==> src/rtl/genius_pkg.sv <==
// Shared types and constants for the Genius score display slice: the
// display FSM states, the active-low 7-segment patterns ({g..a}) and the
// score width.
package genius_pkg;

   localparam int W_PTS   = 8;
   localparam int N_SHIFT = W_PTS;

   typedef enum logic [1:0] {
      IDLE,
      LOAD,
      SHIFT,
      DONE
   } state_t;

   localparam logic [6:0] SEG_0     = 7'b1000000;
   localparam logic [6:0] SEG_1     = 7'b1111001;
   localparam logic [6:0] SEG_2     = 7'b0100100;
   localparam logic [6:0] SEG_3     = 7'b0110000;
   localparam logic [6:0] SEG_4     = 7'b0011001;
   localparam logic [6:0] SEG_5     = 7'b0010010;
   localparam logic [6:0] SEG_6     = 7'b0000010;
   localparam logic [6:0] SEG_7     = 7'b1111000;
   localparam logic [6:0] SEG_8     = 7'b0000000;
   localparam logic [6:0] SEG_9     = 7'b0010000;
   localparam logic [6:0] SEG_BLANK = 7'b1111111;

   // A BCD nibble above 9 cannot come out of the converter; blank it if it ever does.
   function automatic logic [6:0] segEncode(input logic [3:0] digit);
      case (digit)
         4'd0:    segEncode = SEG_0;
         4'd1:    segEncode = SEG_1;
         4'd2:    segEncode = SEG_2;
         4'd3:    segEncode = SEG_3;
         4'd4:    segEncode = SEG_4;
         4'd5:    segEncode = SEG_5;
         4'd6:    segEncode = SEG_6;
         4'd7:    segEncode = SEG_7;
         4'd8:    segEncode = SEG_8;
         4'd9:    segEncode = SEG_9;
         default: segEncode = SEG_BLANK;
      endcase
   endfunction

endpackage

==> src/rtl/score_display_if.sv <==
// Strobe-in / digits-out bundle between the score logic (master) and the
// score display (slave).
interface score_display_if #(
   parameter int W_PTS = 8
);
   logic             SHOW;
   logic [W_PTS-1:0] POINTS;
   logic [1:0]       REG_SetupLEVEL;
   logic             SEL_HI;
   logic [6:0]       HEX0;
   logic [6:0]       HEX1;
   logic [6:0]       HEX2;
   logic             BUSY;
   logic             DONE;
   logic             NEW_RECORD;

   modport master (
      output SHOW, POINTS, REG_SetupLEVEL, SEL_HI,
      input  HEX0, HEX1, HEX2, BUSY, DONE, NEW_RECORD
   );

   modport slave (
      input  SHOW, POINTS, REG_SetupLEVEL, SEL_HI,
      output HEX0, HEX1, HEX2, BUSY, DONE, NEW_RECORD
   );
endinterface

==> src/rtl/bin2bcd_serial.sv <==
// Serial double-dabble converter: start loads the binary value and clears
// the BCD register, then each shift cycle adds 3 to every BCD nibble >= 5
// and shifts {bcd,bin} left by one. done flags the last of N_SHIFT shifts.
module bin2bcd_serial
   import genius_pkg::*;
(
   input  logic             clk,
   input  logic             rst_n,
   input  logic             start_i,
   input  logic             shift_i,
   input  logic [W_PTS-1:0] bin_i,
   output logic [11:0]      bcd_o,
   output logic             done_o
);

   logic [W_PTS-1:0] bin_q;
   logic [11:0]      bcd_q;
   logic [2:0]       cnt_q;
   logic [11:0]      bcdAdj;

   // Add-3 correction applied to each nibble ahead of the shift.
   always_comb begin
      bcdAdj = bcd_q;
      for (int i = 0; i < 3; i++) begin
         if (bcd_q[4*i +: 4] >= 4'd5) begin
            bcdAdj[4*i +: 4] = bcd_q[4*i +: 4] + 4'd3;
         end
      end
   end

   // Load on start, otherwise shift the combined register once per shift cycle.
   always_ff @(posedge clk or negedge rst_n) begin
      if (!rst_n) begin
         bin_q <= '0;
         bcd_q <= '0;
         cnt_q <= '0;
      end else if (start_i) begin
         bin_q <= bin_i;
         bcd_q <= '0;
         cnt_q <= '0;
      end else if (shift_i) begin
         {bcd_q, bin_q} <= {bcdAdj[10:0], bin_q, 1'b0};
         cnt_q          <= cnt_q + 3'd1;
      end
   end

   assign bcd_o  = bcd_q;
   assign done_o = shift_i && (cnt_q == 3'(N_SHIFT - 1));

endmodule

==> src/rtl/score_display.sv <==
// Genius score display: captures POINTS on SHOW, converts it to three BCD
// digits serially and drives three active-low 7-segment digits.
// Define SCORE_HISCORE_EN to add the per-level high-score table, the SEL_HI
// source select and the NEW_RECORD flag.
module score_display
   import genius_pkg::*;
(
   input  logic           CLK,
   input  logic           RST_N,
   score_display_if.slave bus
);

   state_t           state_q, state_d;
   logic [W_PTS-1:0] pts_q;
   logic [W_PTS-1:0] srcVal;
   logic             convStart, convShift, convDone;
   logic [11:0]      bcdVal;
   logic [6:0]       hex0_q, hex1_q, hex2_q;
   logic             done_q;
   logic             showAccept;

   assign showAccept = (state_q == IDLE) && bus.SHOW;

   // State register; reset aborts any conversion in flight.
   always_ff @(posedge CLK or negedge RST_N) begin
      if (!RST_N) begin
         state_q <= IDLE;
      end else begin
         state_q <= state_d;
      end
   end

   // Next state and converter control.
   always_comb begin
      state_d   = state_q;
      convStart = 1'b0;
      convShift = 1'b0;
      case (state_q)
         IDLE:  if (bus.SHOW) state_d = LOAD;
         LOAD:  begin
            convStart = 1'b1;
            state_d   = SHIFT;
         end
         SHIFT: begin
            convShift = 1'b1;
            if (convDone) state_d = DONE;
         end
         DONE:  state_d = IDLE;
         default: state_d = IDLE;
      endcase
   end

   // Latch the score at the accepted strobe so later POINTS changes do not matter.
   always_ff @(posedge CLK or negedge RST_N) begin
      if (!RST_N) begin
         pts_q <= '0;
      end else if (showAccept) begin
         pts_q <= bus.POINTS;
      end
   end

`ifdef SCORE_HISCORE_EN
   logic [1:0]       lvl_q;
   logic             sel_q;
   logic [W_PTS-1:0] hiTable_q [4];
   logic             recPend_q;
   logic             newRec_q;

   // Latch level and source select alongside the score.
   always_ff @(posedge CLK or negedge RST_N) begin
      if (!RST_N) begin
         lvl_q <= '0;
         sel_q <= 1'b0;
      end else if (showAccept) begin
         lvl_q <= bus.REG_SetupLEVEL;
         sel_q <= bus.SEL_HI;
      end
   end

   assign srcVal = sel_q ? hiTable_q[lvl_q] : pts_q;

   // Table update at LOAD: only a strictly higher live score is a record.
   always_ff @(posedge CLK or negedge RST_N) begin
      if (!RST_N) begin
         for (int i = 0; i < 4; i++) hiTable_q[i] <= '0;
         recPend_q <= 1'b0;
      end else if (state_q == LOAD) begin
         if (!sel_q && (pts_q > hiTable_q[lvl_q])) begin
            hiTable_q[lvl_q] <= pts_q;
            recPend_q        <= 1'b1;
         end else begin
            recPend_q <= 1'b0;
         end
      end
   end

   // Record flag: cleared by an accepted strobe, published with the new digits.
   always_ff @(posedge CLK or negedge RST_N) begin
      if (!RST_N) begin
         newRec_q <= 1'b0;
      end else if (showAccept) begin
         newRec_q <= 1'b0;
      end else if (state_q == DONE) begin
         newRec_q <= recPend_q;
      end
   end

   assign bus.NEW_RECORD = newRec_q;
`else
   logic unusedCfg;
   assign unusedCfg      = ^{bus.REG_SetupLEVEL, bus.SEL_HI};
   assign srcVal         = pts_q;
   assign bus.NEW_RECORD = 1'b0;
`endif

   bin2bcd_serial u_conv (
      .clk     (CLK),
      .rst_n   (RST_N),
      .start_i (convStart),
      .shift_i (convShift),
      .bin_i   (srcVal),
      .bcd_o   (bcdVal),
      .done_o  (convDone)
   );

   // Digits change only on the DONE exit edge, so partial results never show.
   always_ff @(posedge CLK or negedge RST_N) begin
      if (!RST_N) begin
         hex0_q <= SEG_0;
         hex1_q <= SEG_0;
         hex2_q <= SEG_0;
         done_q <= 1'b0;
      end else begin
         done_q <= (state_q == DONE);
         if (state_q == DONE) begin
            hex0_q <= segEncode(bcdVal[3:0]);
            hex1_q <= segEncode(bcdVal[7:4]);
            hex2_q <= segEncode(bcdVal[11:8]);
         end
      end
   end

   assign bus.HEX0 = hex0_q;
   assign bus.HEX1 = hex1_q;
   assign bus.HEX2 = hex2_q;
   assign bus.DONE = done_q;
   assign bus.BUSY = (state_q != IDLE);

endmodule
==> src/flat_wrapper.sv <==
// flat-port wrapper written by rule: the top's interface ports become plain ports
module score_display_flat import genius_pkg::*;
  (CLK, RST_N, bus_SHOW, bus_POINTS, bus_REG_SetupLEVEL, bus_SEL_HI, bus_HEX0, bus_HEX1, bus_HEX2, bus_BUSY, bus_DONE, bus_NEW_RECORD);
  score_display_if bus_i ();
  input  logic CLK;
  input  logic RST_N;
  input wire logic [$bits(bus_i.SHOW)-1:0] bus_SHOW;
  input wire logic [$bits(bus_i.POINTS)-1:0] bus_POINTS;
  input wire logic [$bits(bus_i.REG_SetupLEVEL)-1:0] bus_REG_SetupLEVEL;
  input wire logic [$bits(bus_i.SEL_HI)-1:0] bus_SEL_HI;
  output wire logic [$bits(bus_i.HEX0)-1:0] bus_HEX0;
  output wire logic [$bits(bus_i.HEX1)-1:0] bus_HEX1;
  output wire logic [$bits(bus_i.HEX2)-1:0] bus_HEX2;
  output wire logic [$bits(bus_i.BUSY)-1:0] bus_BUSY;
  output wire logic [$bits(bus_i.DONE)-1:0] bus_DONE;
  output wire logic [$bits(bus_i.NEW_RECORD)-1:0] bus_NEW_RECORD;
  assign bus_i.SHOW = bus_SHOW;
  assign bus_i.POINTS = bus_POINTS;
  assign bus_i.REG_SetupLEVEL = bus_REG_SetupLEVEL;
  assign bus_i.SEL_HI = bus_SEL_HI;
  assign bus_HEX0 = bus_i.HEX0;
  assign bus_HEX1 = bus_i.HEX1;
  assign bus_HEX2 = bus_i.HEX2;
  assign bus_BUSY = bus_i.BUSY;
  assign bus_DONE = bus_i.DONE;
  assign bus_NEW_RECORD = bus_i.NEW_RECORD;
  score_display u_core (.CLK(CLK), .RST_N(RST_N), .bus(bus_i));
endmodule
==> config.mk <==
export PLATFORM = sky130hd
export DESIGN_NAME = score_display_flat
export DESIGN_NICKNAME = d
export VERILOG_FILES = /design/src/rtl/genius_pkg.sv /design/src/rtl/score_display_if.sv /design/src/rtl/bin2bcd_serial.sv /design/src/rtl/score_display.sv /design/src/flat_wrapper.sv
export SDC_FILE = /design/constraint.sdc
export NUM_CORES = 1
export LEC_CHECK = 0
export CELL_PAD_IN_SITES_DETAIL_PLACEMENT = 0
export CELL_PAD_IN_SITES_GLOBAL_PLACEMENT = 2
export CORE_MARGIN = 5
export CORE_UTILIZATION = 25
export CTS_CLUSTER_SIZE = 12
export DETAILED_ROUTE_END_ITERATION = 10
export DONT_BUFFER_PORTS = 1
export PLACE_DENSITY = 0.65
export SETUP_SLACK_MARGIN = 0.02
export SLEW_MARGIN = 5
export SYNTH_ARGS = -nofsm -noshare
export SYNTH_HDL_FRONTEND = slang
export SYNTH_SLANG_ARGS = --single-unit
export TNS_END_PERCENT = 50
==> constraint.sdc <==
create_clock -name CLK -period 3.2 [get_ports CLK]
set_input_delay 0.96 -clock CLK [delete_from_list [all_inputs] [get_ports CLK]]
set_output_delay 0.96 -clock CLK [all_outputs]
set_load 0.02 [all_outputs]
Word-level counts from Yosys, hierarchy flattened
Memories as Yosys holds them, arrays and structs flattened. A register that Yosys moved wholly into a read port is not among the register bits.
Cells that the tools add are included.

word-level totals
  register bits = 34
  bits in read-only memories = 336
  input bits = 14
  output and inout bits = 24
  logic and storage cells = 45
  memories kept = 3

cells by class
  add/sub/neg operators = 4
  magnitude comparators = 3
  equal/unequal tests = 6
  multiplexer cells = 14
  reduce and logical (&&, ||, !) cells = 9

memory list
  name              depth  bits a word  rd ports  clocked after memory_dff  wr ports  RTL line          RTL
  (name not given)  16     7            1         1                         0         genius_pkg.sv:30  case (digit)
  (name not given)  16     7            1         1                         0         genius_pkg.sv:30
  (name not given)  16     7            1         1                         0         genius_pkg.sv:30

operator list
  kind                                                                   count
  12-bit 2-to-1 mux                                                      2
  8-bit 2-to-1 mux                                                       2
  4-bit by 3-bit >= comparator with 1-bit output, second input constant  3
  3-bit 2-to-1 mux                                                       3
  4-bit by 2-bit adder with 4-bit output, second input constant          2
  4-bit 2-to-1 mux                                                       2
  2-bit one-hot mux with 4 select lines                                  1
  2-bit equality test, second input constant                             2
  2-bit 2-to-1 mux                                                       2
  2-bit nonzero test                                                     2
  3-bit by 1-bit adder with 3-bit output, second input constant          1
  3-bit by 2-bit adder with 3-bit output, second input constant          1
  3-bit equality test, second input constant                             1
  1-bit zero test                                                        3
  2-bit by 1-bit equality test with 1-bit output, second input constant  1
  1-bit logical AND                                                      2
  2-bit zero test                                                        1
  1-bit 2-to-1 mux                                                       2
  2-bit by 1-bit != test with 1-bit output, second input constant        1
  2-bit != test, second input constant                                   1
  2-bit AND reduction                                                    1

Longest topological paths before layout
Gate-level depths: netlist of the first run.

  depth after elaboration = 5
  depth in mapped cells = 7
  mapped depth without buffers = 6

Cells and area by module
Synthesis of the first run repeated with hierarchy kept, for this count alone.

unflattened totals
  cells, all modules = 313
  area, all modules = 3136.8 um^2

modules (own cells, without submodules)
  module          instances  cells an instance  area each (um^2)  sequential area each (um^2)
  score_display   1          182                1865.5            804.5
  bin2bcd_serial  1          131                1271.2            575.6

Least setup slack after synthesis of the first run
OpenSTA, ideal clock, no wires.

  kind = register to output
  start = register u_core.state_q[0]
  end = output port bus_BUSY
  arrival = 0.801 ns
  required time = 2.240 ns
  path slack = 1.439 ns
  cell stages (with the launch flop) = 4
  buffers on the path = 0
  cell sequence = dfrtp_1 > inv_1 > ha_1 > inv_1

between the ends
  longest elaborated chain between the ends = 1

ends and longest elaborated chain
  element                 RTL line              RTL
  from (decl)             score_display.sv:13   state_t state_q, state_d;
  from (signal assigned)  score_display.sv:29   state_q <= state_d;
  2-bit nonzero test      score_display.sv:147  assign bus.BUSY = (state_q != IDLE);
  to (decl)               flat_wrapper.sv:14    output wire logic [$bits(bus_i.BUSY)-1:0] bus_BUSY;

Every way passes these cells.

Worst setup path in the final report of the first run
Same ends and word-level chain as after synthesis.

==> results of run 1 <==
state kept, by name, indices dropped and copies added (netlist names):
name / flops
u_core.bus.DONE: 1
u_core.bus.HEX0: 7
u_core.bus.HEX1: 7
u_core.bus.HEX2: 7
u_core.pts_q: 8
u_core.state_q: 2
u_core.u_conv.bcd_o: 12
u_core.u_conv.bin_q: 8
u_core.u_conv.cnt_q: 3
layer usage:
layer  track usage [%]  up-vias  share of wire [%]  wire (um)
met2             13.98       29                 44       2605
met5                 0        -                  0          0
met1             11.18      888                 50       2952
li1                  -      995                  -          -
met4             3.006        0                1.3         75
met3             3.582        5                4.3        255
critical path, cell delays in order (launching register included):
cell and delay [ns]:
dfrtp_1 0.40, inv_1 0.09, ha_1 0.22, inv_1 0.18
per-stage QoR:
| step | worst slack (ns) | power, mW |
|---|---|---|
| floorplan | 1.439 | 2.998 |
| global placement | 1.373 | 3.277 |
| detailed placement | 1.361 | 3.304 |
| CTS | 1.011 | 3.926 |
| global route | 0.9577 | 4.233 |
| finish | 1.048 | 3.837 |
power by group:
group	internal [mW]	switching, mW
combinational	0.778	0.970
sequential	1.05	0.452
clock	0.333	0.251
path summary, 6_finish.rpt:
path | endpoint | slack, ns | depth (start not counted)
setup / recovery | bus_BUSY | 1.05 | 3
hold / removal | u_core.pts_q[1] | 0.35 | 0
setup reg to reg | u_core.u_conv.bcd_o[7] | 1.39 | 7
hold reg to reg | u_core.u_conv.cnt_q[0] | 0.49 | 1
max in group asynchronous | u_core.bus.HEX2[6] | 2.65 | 0
min in group CLK | u_core.u_conv.cnt_q[0] | 0.49 | 1
cell type report:
cell class              instances  area (sq um)  area share (%)
multi-input cells             184          1354           41.62
flip-flops and latches         55          1380           42.42
inverters                      38         145.1           4.462
clock inverters                 1         7.507          0.2308
repair buffers                  4         30.03          0.9231
clock buffers                   7         152.6           4.692
well taps                     147         183.9           5.654
layout by cell type (no fill, tap or decap), drive strengths merged:
| master | instances |
|---|---|
| o21ai | 28 |
| nand3b | 3 |
| nand2b | 6 |
| nor2 | 18 |
| o311ai | 1 |
| mux2i | 9 |
| nand2 | 10 |
| conb | 1 |
| nand3 | 3 |
| dfstp | 3 |
| a21oi | 25 |
| nor3b | 1 |
| o2bb2ai | 2 |
| ha | 22 |
| mux2 | 15 |
| o21a | 1 |
| o22ai | 8 |
| nor3 | 1 |
| a21boi | 1 |
| clkinvlp | 1 |
| a22o | 1 |
| a21o | 3 |
| dfrtp | 52 |
| o21bai | 1 |
| nor2b | 4 |
| o32a | 1 |
| buf | 4 |
| o211ai | 7 |
| o221ai | 5 |
| a32oi | 2 |
| clkbuf | 7 |
| xnor2 | 5 |
| inv | 38 |
cells by family (layout without fill, tap and decap cells):
group	Yosys count	count (layout)	synth area share [%]
compound gates	86	86	17.84
buf+inv	56	50	9.147
flops	55	55	45.86
simple gates	46	46	7.567
mux	24	24	8.857
fa+ha+maj	22	22	9.147
xor+xnor	5	5	1.455
other cells	1	1	0.1246
==> reports/qor.txt, run 1 <==
Status - completed
Seq/Total Area, Yosys - 45.86%
Final nets - 324
CP startpoint - u_core.state_q[0]
Final hold vios - 0
Cell Area, Synth - 3009 sq um
Placed instance count - 428
Area contributors post-synth - dfrtp_1, ha_1, mux2_2
Slew @ Worst Pin - 0.5059 ns
CP max FO - 4
Startpoint types - flip-flop
P_leak - 1.417 nW
Worst flop-to-flop path startpoint - u_core.state_q[0]
EDFF count, synth - 0
Largest net degree at the start of global routing - 56
Yosys warnings - 0
Clock-pin slew of the registers on the worst-case setup and hold paths - 0.07 ns
Final setup violation count - 0
Row count - 40
Post-Layout Inst Area - 3253 sq um
Wire per inst - 13.50 um
Core footprint - 11,910 sq um
Clock Skews - 0.005913 ns
CTS Sinks - 55
Antenna Nets Post-Route - 0
Cts repair resizes - 0
Total grt overflow - 0
Clock latency at the later pin of the worst-skew pair - 0.30 ns
Layout cells sized above 1 - 13.15%
Final Non-Filler Cells - 436
VDD IR max - 0.3412 mV
DR DRC count - 0
Initial Utilization - 25.26%
Max Fclk - 464.6 MHz
DIE AREA - 14,330 sq um
Pwr/cell area - 1180 nW/um^2
TritonCTS clock tree - built
Post-synth top flop - dfrtp_1
Vias/cell - 4.397
Synth top cells by count - dfrtp_1, inv_1, o21ai_0, a21oi_1, ha_1
Flip-flop and latch count after synthesis - 55
Vias - 1,917
Cells after synthesis - 295
# fillers - 1,283
RSZ-0062 raised after global routing - false
CTS H-tree depth - 2
Hold WC Path Type - input port to asynchronous set/reset pin
CP Data Required Time - 2.24 ns
Die height - 119.7 um
Initial antenna violation count - 0
Input/output buffers - 0
Post-synth top area share - 43.24%
Antenna diodes - 0
Max clock buf depth - 2
Total negative slack - 0 ns
CP Class - flip-flop to primary output
Asr flop ratio synth - 100.0%
CTS hold repair buffers - 0
WP data arrival - 1.19 ns
Max transition margin - 66.27%
Tmin final - 2.152 ns
Layout Utilization - 27.31%
Syn avg cell area - 10.20 sq um
Synthesis-to-finish area growth - 8.108%
Syn nets - 331
Total track usage - 8.922%
Num CTS Buffers - 5
Post-CTS Setup Bufs - 0
Period utilisation layout - 67.26%
Final WL - 5.888 mm
Largest area contributor in the netlist - dfrtp_1
I/O pins - 38
Initial DRT Pass Iterations - 4
# Max-Cap Violations - 0
Wire length of the first global-routing pass - 10.19 mm
Crit. End Element - primary output
Fin. max-slew vios - 0
Number of global-route vias before repair - 2,018
Placed cell area - 3093 sq um
Die Span X - 119.7 um
Most frequent cell after synthesis - dfrtp_1
Hold slack - 0.3532 ns
Gp weighted congestion - 0.7365
Root Buffer - clkbuf_16
Drt initial violations - 42
DP Wirelength - 4.034 mm
Yosys cell types - 42
No activity file was read; power rests on OpenSTA's default activity.
==> inputs of run 2 (changes only) <==
Settings changed: PLACE_DENSITY 0.65 to 0.67.
Clock period 3.2 ns to 1.88 ns, I/O delays scaled along.
==> reports/qor.txt, run 2 (synthesized netlist as in run 1, its figures left out) <==
Total track usage - 9.200%
Final WL - 6.141 mm
Pwr/cell area - 2014 nW/um^2
Slew @ Worst Pin - 0.5535 ns
Fin. max-slew vios - 0
Commonest non-fill, non-tap cell in the layout - dfrtp_1
TritonCTS clock tree - built
CTS Sinks - 55
DIE AREA - 14,330 sq um
Register area - 1381 sq um
Vias - 1,993
Largest net degree at the start of global routing - 53
DP Wirelength - 4.117 mm
Max FFs per register - 12
Clock Skews - 0.01172 ns
Status - completed
VDD IR max - 0.8730 mV
Number of global-route vias before repair - 2,074
Tmin final - 1.794 ns
WP data arrival - 1.23 ns
DR DRC count - 0
Final nets - 334
Core footprint - 11,910 sq um
Multi-input gate area - 1354 sq um
Drt initial violations - 71
Input/output buffers - 0
I/O pins - 38
Initial Utilization - 25.26%
CP Class - flip-flop to primary output
Max transition margin - 63.10%
# Max-Cap Violations - 0
Num CTS Buffers - 5
CTS H-tree depth - 2
Antenna Nets Post-Route - 0
Clock latency at the later pin of the worst-skew pair - 0.31 ns
Clock-pin slew of the registers on the worst-case setup and hold paths - 0.08 ns
Initial antenna violation count - 0
Final Non-Filler Cells - 446
Total negative slack - 0 ns
Post-Layout Inst Area - 3347 sq um
Wire length of the first global-routing pass - 10.36 mm
Die Span X - 119.7 um
Placed cell area - 3166 sq um
Final setup violation count - 0
CP Data Required Time - 1.32 ns
Synthesis-to-finish area growth - 11.23%
Die height - 119.7 um
Layout cells sized above 1 - 16.05%
Total grt overflow - 0
Antenna diodes - 0
Commonest non-fill, non-tap cells in the layout - dfrtp_1, inv_1, o21ai_0
Hold slack - 0.09144 ns
Total power - 6.740 mW
Startpoint types - flip-flop
Wire per inst - 13.77 um
RSZ-0062 raised after global routing - true
Initial DRT Pass Iterations - 4
Hold WC Path Type - input port to asynchronous set/reset pin
Max Fclk - 557.5 MHz
CP max FO - 4
Root Buffer - clkbuf_16
# fillers - 1,284
Period utilisation layout - 95.42%
Vias/cell - 4.469
Max clock buf depth - 2
P_leak - 1.467 nW
Row count - 40
Placed instance count - 436
Gp weighted congestion - 0.7322
Final hold vios - 0
Crit. End Element - primary output
run 2: area by class of cell:
type	count	share of cell area, %
flip-flops and latches	55	41.27
multi-input cells	184	40.45
well taps	147	5.495
inverters	38	4.336
repair buffers	14	4.112
clock buffers	6	3.850
clock inverters	2	0.4860
run 2: what timing repair did:
action,in CTS,in global routing
setup buffers,0,1
resized for setup,0,1
hold endpoints to repair,52,0
setup endpoints to repair,0,5
hold buffers,1,0
run 2: layer usage:
layer | part of all wire, % | wire (um) | up-vias | GRT usage (%)
li1 | - | - | 1014 | -
met1 | 50 | 3052 | 934 | 11.52
met2 | 44 | 2694 | 37 | 14.30
met3 | 4.4 | 268 | 8 | 3.063
met4 | 2.0 | 125 | 0 | 4.295
met5 | 0 | 0 | - | 0
run 2: stage by stage:
| stage | setup WS, ns | util, % |
|---|---|---|
| global placement | 0.1889 | 26.58 |
| floorplan | 0.3255 | - |
| CTS | 0.04755 | 28.03 |
| finish | 0.08614 | 28.10 |
| detailed placement | 0.1661 | 26.58 |
| global route | 0.003603 | 28.10 |
run 2: final timing paths:
check	endpoint	from	slack [ns]	cells past startpoint
setup / recovery	bus_BUSY	u_core.state_q[0]	0.09	4
hold / removal	u_core.bus.HEX2[6]	RST_N	0.09	0
setup reg to reg	u_core.u_conv.bin_q[5]	u_core.state_q[0]	0.19	5
hold reg to reg	u_core.u_conv.cnt_q[0]	u_core.u_conv.cnt_q[0]	0.49	1
max in group asynchronous	u_core.u_conv.bcd_o[0]	RST_N	1.53	1
min in group CLK	u_core.pts_q[4]	bus_POINTS[4]	0.41	1
run 2: critical path, cell delays in order, from the launching register on:
cell     delay (ns)
dfrtp_1        0.41
inv_1          0.12
ha_1           0.19
inv_1          0.06
buf_4          0.15
run 2: power breakdown:
group / internal [mW] / switching [mW] / total, mW
clock: 0.501 / 0.464 / 0.965
combinational: 1.51 / 1.76 / 3.27
sequential: 1.79 / 0.712 / 2.51
total: 3.80 / 2.94 / 6.74
==> inputs of run 3 (changes only) <==
Settings changed: ABC_CLOCK_PERIOD_IN_PS set to 1880.
==> results of run 3 <==
The final DEF is identical to that of run 2; final timing and power are the same.
